## config.mk

```make
export PLATFORM = sky130hd
export DESIGN_NAME = mem_stage
export DESIGN_NICKNAME = d
export VERILOG_FILES = /design/src/rtl/mem_stage_pkg.sv /design/src/rtl/dmem_if_fsm.sv /design/src/rtl/mem_stage.sv
export SDC_FILE = /design/constraint.sdc
export NUM_CORES = 1
export LEC_CHECK = 0
export CORE_MARGIN = 2
export CORE_UTILIZATION = 40
export CTS_BUF_LIST = sky130_fd_sc_hd__clkbuf_4 sky130_fd_sc_hd__clkbuf_8
export DETAILED_ROUTE_END_ITERATION = 10
export GPL_ROUTABILITY_DRIVEN = 0
export PLACE_DENSITY = 0.9
export SLEW_MARGIN = 0
export SYNTH_ARGS = -nofsm -noshare
export SYNTH_HDL_FRONTEND = slang
export SYNTH_HIERARCHICAL = 1
export SYNTH_SLANG_ARGS = --single-unit
```

## constraint.sdc

```tcl
create_clock -name clk -period 5 [get_ports clk]
set_clock_uncertainty 0.2 [all_clocks]
set_input_delay 1 -clock clk [delete_from_list [all_inputs] [get_ports clk]]
set_output_delay 1 -clock clk [all_outputs]
set_load 0.01 [all_outputs]
```

## src/rtl/mem_stage_pkg.sv

```systemverilog
// Shared pipeline definitions for the memory-access stage of the RV32 core.
//
// Contents:
//   ex_mem_t     EX/MEM register bundle consumed by the MEM stage
//   mem_wb_t     MEM/WB register bundle produced for write-back
//   RES_*        result-select encodings carried in ex_mem_t.resultsrc
//   mem_state_t  data-memory interface FSM states
//   FAULT_*      fault cause encodings
//   helpers      access / alignment classification
package mem_stage_pkg;

    localparam int unsigned XLEN       = 32;
    localparam int unsigned REG_AW     = 5;
    localparam int unsigned RES_W      = 2;
    // Wide enough for the largest legal MAX_WAIT (255).
    localparam int unsigned WAIT_CNT_W = 8;

    localparam logic [RES_W-1:0] RES_ALU = 2'b00;
    localparam logic [RES_W-1:0] RES_MEM = 2'b01;
    localparam logic [RES_W-1:0] RES_PC4 = 2'b10;

    localparam logic FAULT_MISALIGNED = 1'b0;
    localparam logic FAULT_TIMEOUT    = 1'b1;

    typedef enum logic {
        ST_IDLE     = 1'b0,
        ST_WAIT_RSP = 1'b1
    } mem_state_t;

    typedef struct packed {
        logic [XLEN-1:0]   aluresult;
        logic [XLEN-1:0]   writedata;
        logic [XLEN-1:0]   pcplus4;
        logic [REG_AW-1:0] rd;
        logic              regwrite;
        logic [RES_W-1:0]  resultsrc;
        logic              memwrite;
    } ex_mem_t;

    typedef struct packed {
        logic [XLEN-1:0]   result;
        logic [REG_AW-1:0] rd;
        logic              regwrite;
    } mem_wb_t;

    // A real instruction that touches data memory (load or store).
    function automatic logic is_access(input ex_mem_t x, input logic valid);
        return valid && (x.memwrite || (x.resultsrc == RES_MEM));
    endfunction

    // Only word accesses exist, so any low address bit set is misaligned.
    function automatic logic is_misaligned(input logic [XLEN-1:0] addr);
        return addr[1:0] != 2'b00;
    endfunction

endpackage

```

## src/rtl/dmem_if_fsm.sv

```systemverilog
// Data-memory bus interface for the MEM stage.
//
// Runs one word access at a time on a request/grant/response bus, counts
// response wait cycles, and reports completion, load data and fault codes.
//
// Ports:
//   clk, rst_n          clock, asynchronous active-low reset
//   access              a real load/store is presented this cycle
//   store               1 = store, 0 = load (valid with access)
//   addr, wdata         access address and store data
//   dmem_req/we/addr/wdata  bus request side (combinational)
//   dmem_gnt            bus accepted the request this cycle
//   dmem_rvalid/rdata   load response
//   done                access completes at the next rising edge
//   rdata               load data (0 unless a response is present)
//   fault_valid         completing access is faulting
//   fault_cause         FAULT_MISALIGNED or FAULT_TIMEOUT
module dmem_if_fsm
    import mem_stage_pkg::*;
#(
    parameter int unsigned MAX_WAIT = 16
) (
    input  logic            clk,
    input  logic            rst_n,
    input  logic            access,
    input  logic            store,
    input  logic [XLEN-1:0] addr,
    input  logic [XLEN-1:0] wdata,
    output logic            dmem_req,
    output logic            dmem_we,
    output logic [XLEN-1:0] dmem_addr,
    output logic [XLEN-1:0] dmem_wdata,
    input  logic            dmem_gnt,
    input  logic            dmem_rvalid,
    input  logic [XLEN-1:0] dmem_rdata,
    output logic            done,
    output logic [XLEN-1:0] rdata,
    output logic            fault_valid,
    output logic            fault_cause
);

    // Counter value of the last permitted wait cycle.
    localparam logic [WAIT_CNT_W-1:0] WAIT_LAST = WAIT_CNT_W'(MAX_WAIT - 1);

    mem_state_t            state;
    logic [WAIT_CNT_W-1:0] wait_cnt;
    logic                  misaligned;
    logic                  load_granted;

    assign misaligned   = is_misaligned(addr);
    assign load_granted = (state == ST_IDLE) && rst_n && access && !misaligned
                          && !store && dmem_gnt;

    // Bus drive, completion and fault decode for the current state.
    always_comb begin
        dmem_req    = 1'b0;
        dmem_we     = store;
        dmem_addr   = addr;
        dmem_wdata  = wdata;
        done        = 1'b0;
        rdata       = '0;
        fault_valid = 1'b0;
        fault_cause = FAULT_MISALIGNED;
        case (state)
            ST_IDLE: begin
                // Gated by rst_n so no request escapes while reset is held.
                if (access && rst_n) begin
                    if (misaligned) begin
                        done        = 1'b1;
                        fault_valid = 1'b1;
                        fault_cause = FAULT_MISALIGNED;
                    end else begin
                        dmem_req = 1'b1;
                        done     = store && dmem_gnt;
                    end
                end
            end
            ST_WAIT_RSP: begin
                // A response on the last wait cycle still wins over the abort.
                if (dmem_rvalid) begin
                    done  = 1'b1;
                    rdata = dmem_rdata;
                end else if (wait_cnt == WAIT_LAST) begin
                    done        = 1'b1;
                    fault_valid = 1'b1;
                    fault_cause = FAULT_TIMEOUT;
                end
            end
            default: begin
                done = 1'b0;
            end
        endcase
    end

    // State and wait counter; responses seen in IDLE are simply not looked at.
    always_ff @(posedge clk or negedge rst_n) begin
        if (!rst_n) begin
            state    <= ST_IDLE;
            wait_cnt <= '0;
        end else begin
            case (state)
                ST_IDLE: begin
                    if (load_granted) begin
                        state    <= ST_WAIT_RSP;
                        wait_cnt <= '0;
                    end
                end
                ST_WAIT_RSP: begin
                    if (done) begin
                        state <= ST_IDLE;
                    end else begin
                        wait_cnt <= wait_cnt + WAIT_CNT_W'(1);
                    end
                end
                default: begin
                    state <= ST_IDLE;
                end
            endcase
        end
    end

endmodule

```

## src/rtl/mem_stage.sv

```systemverilog
// Memory-access stage of the five-stage RV32 core.
//
// Issues word loads/stores from the EX/MEM bundle on the data-memory bus,
// stalls the front of the pipe while an access is outstanding, and
// registers the MEM/WB bundle (bubbling WB until the access completes).
//
// Ports:
//   clk, rst_n        clock, asynchronous active-low reset
//   in, in_valid      EX/MEM bundle and its valid bit
//   stall_m           freeze F/D/E and EX/MEM this cycle (combinational)
//   out, out_valid    registered MEM/WB bundle and its valid bit
//   dmem_*            data-memory request/grant/response bus
//   fault             registered one-cycle pulse on a faulting access
//   fault_cause       0 = misaligned, 1 = load timeout (valid with fault)
module mem_stage
    import mem_stage_pkg::*;
#(
    parameter int unsigned MAX_WAIT = 16
) (
    input  logic            clk,
    input  logic            rst_n,
    input  ex_mem_t         in,
    input  logic            in_valid,
    output logic            stall_m,
    output mem_wb_t         out,
    output logic            out_valid,
    output logic            dmem_req,
    output logic            dmem_we,
    output logic [XLEN-1:0] dmem_addr,
    output logic [XLEN-1:0] dmem_wdata,
    input  logic            dmem_gnt,
    input  logic            dmem_rvalid,
    input  logic [XLEN-1:0] dmem_rdata,
    output logic            fault,
    output logic            fault_cause
);

    logic            access;
    logic            done;
    logic [XLEN-1:0] load_data;
    logic            acc_fault;
    logic            acc_cause;
    logic [XLEN-1:0] result_sel;

    assign access = is_access(in, in_valid);

    dmem_if_fsm #(
        .MAX_WAIT(MAX_WAIT)
    ) u_dmem_if_fsm (
        .clk         (clk),
        .rst_n       (rst_n),
        .access      (access),
        .store       (in.memwrite),
        .addr        (in.aluresult),
        .wdata       (in.writedata),
        .dmem_req    (dmem_req),
        .dmem_we     (dmem_we),
        .dmem_addr   (dmem_addr),
        .dmem_wdata  (dmem_wdata),
        .dmem_gnt    (dmem_gnt),
        .dmem_rvalid (dmem_rvalid),
        .dmem_rdata  (dmem_rdata),
        .done        (done),
        .rdata       (load_data),
        .fault_valid (acc_fault),
        .fault_cause (acc_cause)
    );

    // Pending access not finishing this cycle; never asserted under reset.
    assign stall_m = rst_n && access && !done;

    // Write-back result select; a timed-out load yields 0 via load_data.
    always_comb begin
        result_sel = in.aluresult;
        case (in.resultsrc)
            RES_ALU: result_sel = in.aluresult;
            RES_MEM: result_sel = load_data;
            RES_PC4: result_sel = in.pcplus4;
            default: result_sel = in.aluresult;
        endcase
    end

    // MEM/WB register: capture when not stalled, otherwise hold and bubble.
    always_ff @(posedge clk or negedge rst_n) begin
        if (!rst_n) begin
            out         <= '0;
            out_valid   <= 1'b0;
            fault       <= 1'b0;
            fault_cause <= FAULT_MISALIGNED;
        end else if (!stall_m) begin
            out.result   <= result_sel;
            out.rd       <= in.rd;
            out.regwrite <= in.regwrite && !acc_fault;
            out_valid    <= in_valid;
            fault        <= acc_fault;
            if (acc_fault) begin
                fault_cause <= acc_cause;
            end
        end else begin
            out_valid <= 1'b0;
            fault     <= 1'b0;
        end
    end

endmodule
```

### Word level (Yosys, flattened, before mapping)

Cells that the tools add are included.

| word-level totals | value |
|---|---|
| bits in registers | 50 |
| word-level logic and storage cells | 58 |

| cells by class | value |
|---|---|
| $add $sub $neg | 1 |
| equality and inequality tests | 5 |
| mux-type cells | 24 |
| bitwise operators | 2 |
| reductions and logical operators | 18 |

Operators by type and width:

| kind | number |
|---|---|
| 32-bit 2-to-1 mux | 2 |
| 32-bit case mux with 2 select lines | 1 |
| 8-bit 2-to-1 mux | 2 |
| 8-bit case mux with 2 select lines | 1 |
| 1-bit 2-to-1 mux | 14 |
| 1-bit logical AND | 10 |
| 8-bit by 1-bit adder with 8-bit output (second input constant) | 1 |
| 8-bit by 4-bit == test with 1-bit output (second input constant) | 1 |
| 1-bit case mux with 2 select lines | 4 |
| 1-bit logical NOT | 4 |
| 2-bit AND reduction | 2 |
| 2-bit by 1-bit == test with 1-bit output (second input constant) | 1 |
| 2-bit == test (second input constant) | 1 |
| 2-bit by 1-bit inequality test with 1-bit output (second input constant) | 1 |
| 2-bit inequality test (second input constant) | 1 |
| 1-bit inverter | 2 |
| 2-bit nonzero test | 1 |
| 1-bit logical OR | 1 |

### Longest topological paths before layout

| logic depth | value |
|---|---|
| depth after elaboration | 10 |
| depth in mapped cells | 12 |
| mapped depth without buffers | 10 |

### Cells and area by module

The synthesis kept the hierarchy.

Modules (own cells, without submodules):

| module | instances | cells an instance | area an instance (µm²) |
|---|---|---|---|
| mem_stage | 1 | 206 | 2,334.7 |
| dmem_if_fsm | 1 | 160 | 1,276.2 |

### Worst setup path before layout

OpenSTA, ideal clock, no wires.

| timing | value |
|---|---|
| path type | input port to output port |
| start | in in[2] (netlist bit) |
| end | out stall_m |
| data arrival time | 2,285 ps |
| data required time | 3,800 ps |
| slack | 1,515 ps |
| stages | 11 |
| buffers on the path | 2 |
| path through | inv_1 -> ha_1 -> buf_6 -> o21ai_4 -> inv_1 -> nand2_1 -> a21oi_1 -> o21a_1 -> nand2b_1 -> nor2_4 -> buf_6 |

| between the ends | value |
|---|---|
| longest elaborated chain between the ends | 8 |

RTL lines:

| element | RTL line | RTL |
|---|---|---|
| from (decl) | mem_stage.sv:22 | `input ex_mem_t in,` |
| 2-bit by 1-bit == test with 1-bit output | mem_stage_pkg.sv:48 | `return valid && (x.memwrite \|\| (x.resultsrc == RES_MEM));` |
| 1-bit logical OR | mem_stage_pkg.sv:48 |  |
| 1-bit logical AND | mem_stage_pkg.sv:48 |  |
| net access | mem_stage.sv:38 | `logic access;` |
| 1-bit logical AND | dmem_if_fsm.sv:67 | `if (access && rst_n) begin` |
| 1-bit 2-to-1 mux | dmem_if_fsm.sv:67 |  |
| 1-bit case mux with 2 select lines | dmem_if_fsm.sv:64 | `case (state)` |
| net done | mem_stage.sv:39 | `logic done;` |
| 1-bit logical NOT | mem_stage.sv:70 | `assign stall_m = rst_n && access && !done;` |
| 1-bit logical AND | mem_stage.sv:70 |  |
| to (decl) | mem_stage.sv:24 | `output logic stall_m,` |

The timed path passes the listed nets, and every way through them passes these cells.

### Worst setup path in the final report

Same ends and word-level chain as after synthesis.

==> flow_metrics.py <==
metrics = {
    "flow_run": {
        "drv_cap": 0,
    },
    "worst_setup_path": {
        "cp-start-kind": "input port",
        "critPathRequiredTime_ns": 3.80,
        "cp.arrival_ns": 3.16,
        "crit_path_end_kind": "output port",
        "crit_fanout": 3,
        "critPathKind": "input port to output port",
    },
    "yosys": {
        "ys_seq_area_share_pct": 34.7,
        "avgSynthCellArea_um2": 9.87,
        "yosysWarnings": 6,
        "yosysTopAreaCell": "dfrtp_1",
        "synthCells": 366,
        "synth_nets": 511,
        "yosys_register_bits": 50,
        "synthFlopType": "dfrtp_1",
        "syn_area_mm2": 0.00361,
        "synth_top_area_share_pct": 34.7,
        "postSynth.asyncResetShare_pct": 100,
        "synth_area_leaders": "dfrtp_1 35%, mux2_4 16%, buf_4 14%",
        "synth_edf_count": 0,
        "synth_cell_types": 42,
    },
    "floorplan": {
        "core_region_area_mm2": 0.00872,
        "row_count": 34,
        "io_pins": 250,
        "die_area_mm2": 0.00980,
        "fp.dieH_um": 99.0,
        "initial_core_util_pct": 41.4,
        "die_w_um": 99.0,
    },
    "layout": {
        "layout_commonest_cell": "clkdlybuf4s50_1",
        "drive_gt1_share_pct": 13.9,
        "final_nets": 619,
        "final_cell_mix": "184 x clkdlybuf4s50_1, 50 x dfrtp_1, 38 x mux2_4",
        "syn_to_final_growth_pct": 41.3,
        "post-route-cell-area_mm2": 0.00510,
        "fin_util_pct": 58.5,
    },
    "clock_network": {
        "root_buffer": "clkbuf_8",
        "clockBufferDepth": 2,
        "cts_max_level": 2,
        "ctsHoldBuffers": 0,
        "path_clk_slew_ns": 0.09,
        "cts_resized": 0,
        "numCtsBuffers": 5,
        "cts_tree": "yes",
        "post_cts_buffers": 0,
        "worstSkewPairLatency_ns": 0.30,
        "cts_num_sinks": 50,
    },
    "power_and_ir_drop": {
        "p_leak_uw": 0.00221,
        "p_clk_share_pct": 22.2,
        "internal-power_uw": 787,
        "p_switching_uw": 301,
        "swShare_pct": 27.6,
        "powerDensity_mw_per_mm2": 213,
        "combPwrFrac_pct": 34.6,
        "p_seq_share_pct": 43.1,
        "ir_drop_mv": 0.110,
    },
    "routing": {
        "route.vias.total": 3095,
        "wl_per_cell_um": 18.1,
        "drc": 0,
        "drtAntennaViolNets": 0,
        "finalWirelength_mm": 10.6,
        "viasPerCell": 5.30,
        "dr.pass1.iters": 4,
        "drt_iter0_markers": 139,
    },
    "sta": {
        "min_period_ns": 4.36,
        "worst_slack_ns": 0.642,
        "setup_violations": 0,
        "final-hold-violation-count": 0,
        "maxSlewHeadroom_pct": 35.6,
        "setup-tns-final_ns": 0,
        "maxSlewViolCount": 0,
        "max_freq_mhz": 229,
        "worst-slew-pin-transition_ns": 0.965,
        "grt_setup_unrepaired": "false",
        "period_share_pct": 87.2,
    },
    "grt": {
        "grt_pass1_wl_mm": 16.0,
        "grt_pass1_vias": 3168,
        "grt_overflow": 0,
        "grt_use_total_pct": 20.5,
        "grt_max_degree": 65,
        "antenna_found_initial": 1,
    },
    "placement": {
        "place_ws_ns": 0.651,
        "dpl_cell_area_mm2": 0.00500,
        "hpwlAfterDp_mm": 7.77,
        "numPortBuffers": 185,
    },
    "worst_hold_path": {
        "min_path_type": "register to register",
    },
    "status": {
        "status": "completed",
    },
}
==> worst max-delay path: stages <==
cell and delay (ns):
clkdlybuf4s50_1 0.49, inv_1 0.05, ha_1 0.24, o21ai_4 0.19, inv_1 0.08, nand2_1 0.08, a21oi_1 0.04, o21a_1 0.16
nand2b_1 0.17, nor2_4 0.11, clkdlybuf4s50_1 0.54
==> stage by stage <==
| stage | power, µW | cells | hold slack, ns |
|---|---|---|---|
| finish | 1090 | 584 | 0.316 |
| global route | 1150 | 583 | 0.330 |
| CTS | 1100 | 583 | 0.320 |
| detailed placement | 855 | 575 | 0.294 |
| global placement | 846 | 575 | 0.291 |
| floorplan | 673 | 366 | 0.292 |
==> area by class of cell <==
cell class              instances  area, µm²
clock inverters                 2       12.5
multi-input cells             220       1710
repair buffers                190       1880
clock buffers                   6       82.6
inverters                       7       26.3
well taps                     108        135
flip-flops and latches         50       1250
diodes                          1       2.50
fillers                       727       3620
==> Yosys cell counts (all sizes together), types with 4 or more instances <==
cell type  count
a21oi          6
a22oi         32
and3          32
buf           80
clkbuf         9
dfrtp         50
inv            7
mux2          39
nand2         36
o21ai         40
or4            4
==> state kept, by name (all words and copies together) (netlist names) <==
name and flops:
out 38, fault 1, u_dmem_if_fsm/wait_cnt 8, out_valid 1, fault_cause 1, u_dmem_if_fsm/state 1
==> cell families after synthesis <==
kind of cell | synth area share [%]
buf+inv | 18.1
simple gates | 14.2
compound gates | 15.3
flops | 34.7
mux | 16.7
fa+ha+maj | 1.04
==> worst paths after layout <==
kind | cells past startpoint | endpoint | slack, ns | startpoint
max in group asynchronous | 2 | fault$_DFF_PN0_ | 3.46 | rst_n
worst min register to register | 1 | out[3]$_DFFE_PN0N_ | 0.32 | out[3]$_DFFE_PN0N_
min in group asynchronous | 1 | out[16]$_DFFE_PN0N_ | 0.34 | rst_n
worst min-delay path | 1 | out[3]$_DFFE_PN0N_ | 0.32 | out[3]$_DFFE_PN0N_
worst max-delay path | 11 | stall_m | 0.64 | in[2]
worst max register to register | 8 | out[33]$_DFFE_PN0N_ | 2.16 | u_dmem_if_fsm/state$_DFF_PN0_
==> power by group through the flow <==
stage | Combinational, µW | Sequential [µW] | Clock (µW)
global placement | 371 | 475 | 0
CTS | 381 | 469 | 250
floorplan | 181 | 492 | 0
global route | 403 | 475 | 269
detailed placement | 378 | 477 | 0
finish | 377 | 470 | 242
==> per-layer routing <==
layer	routed length [µm]	track usage [%]	part of all wire [%]
met3	847	4.68	8.0
met5	0	0	0
met4	325	8.96	3.1
met2	5330	35.8	50
met1	4070	23.9	38
No activity file was read; power rests on OpenSTA's default activity.
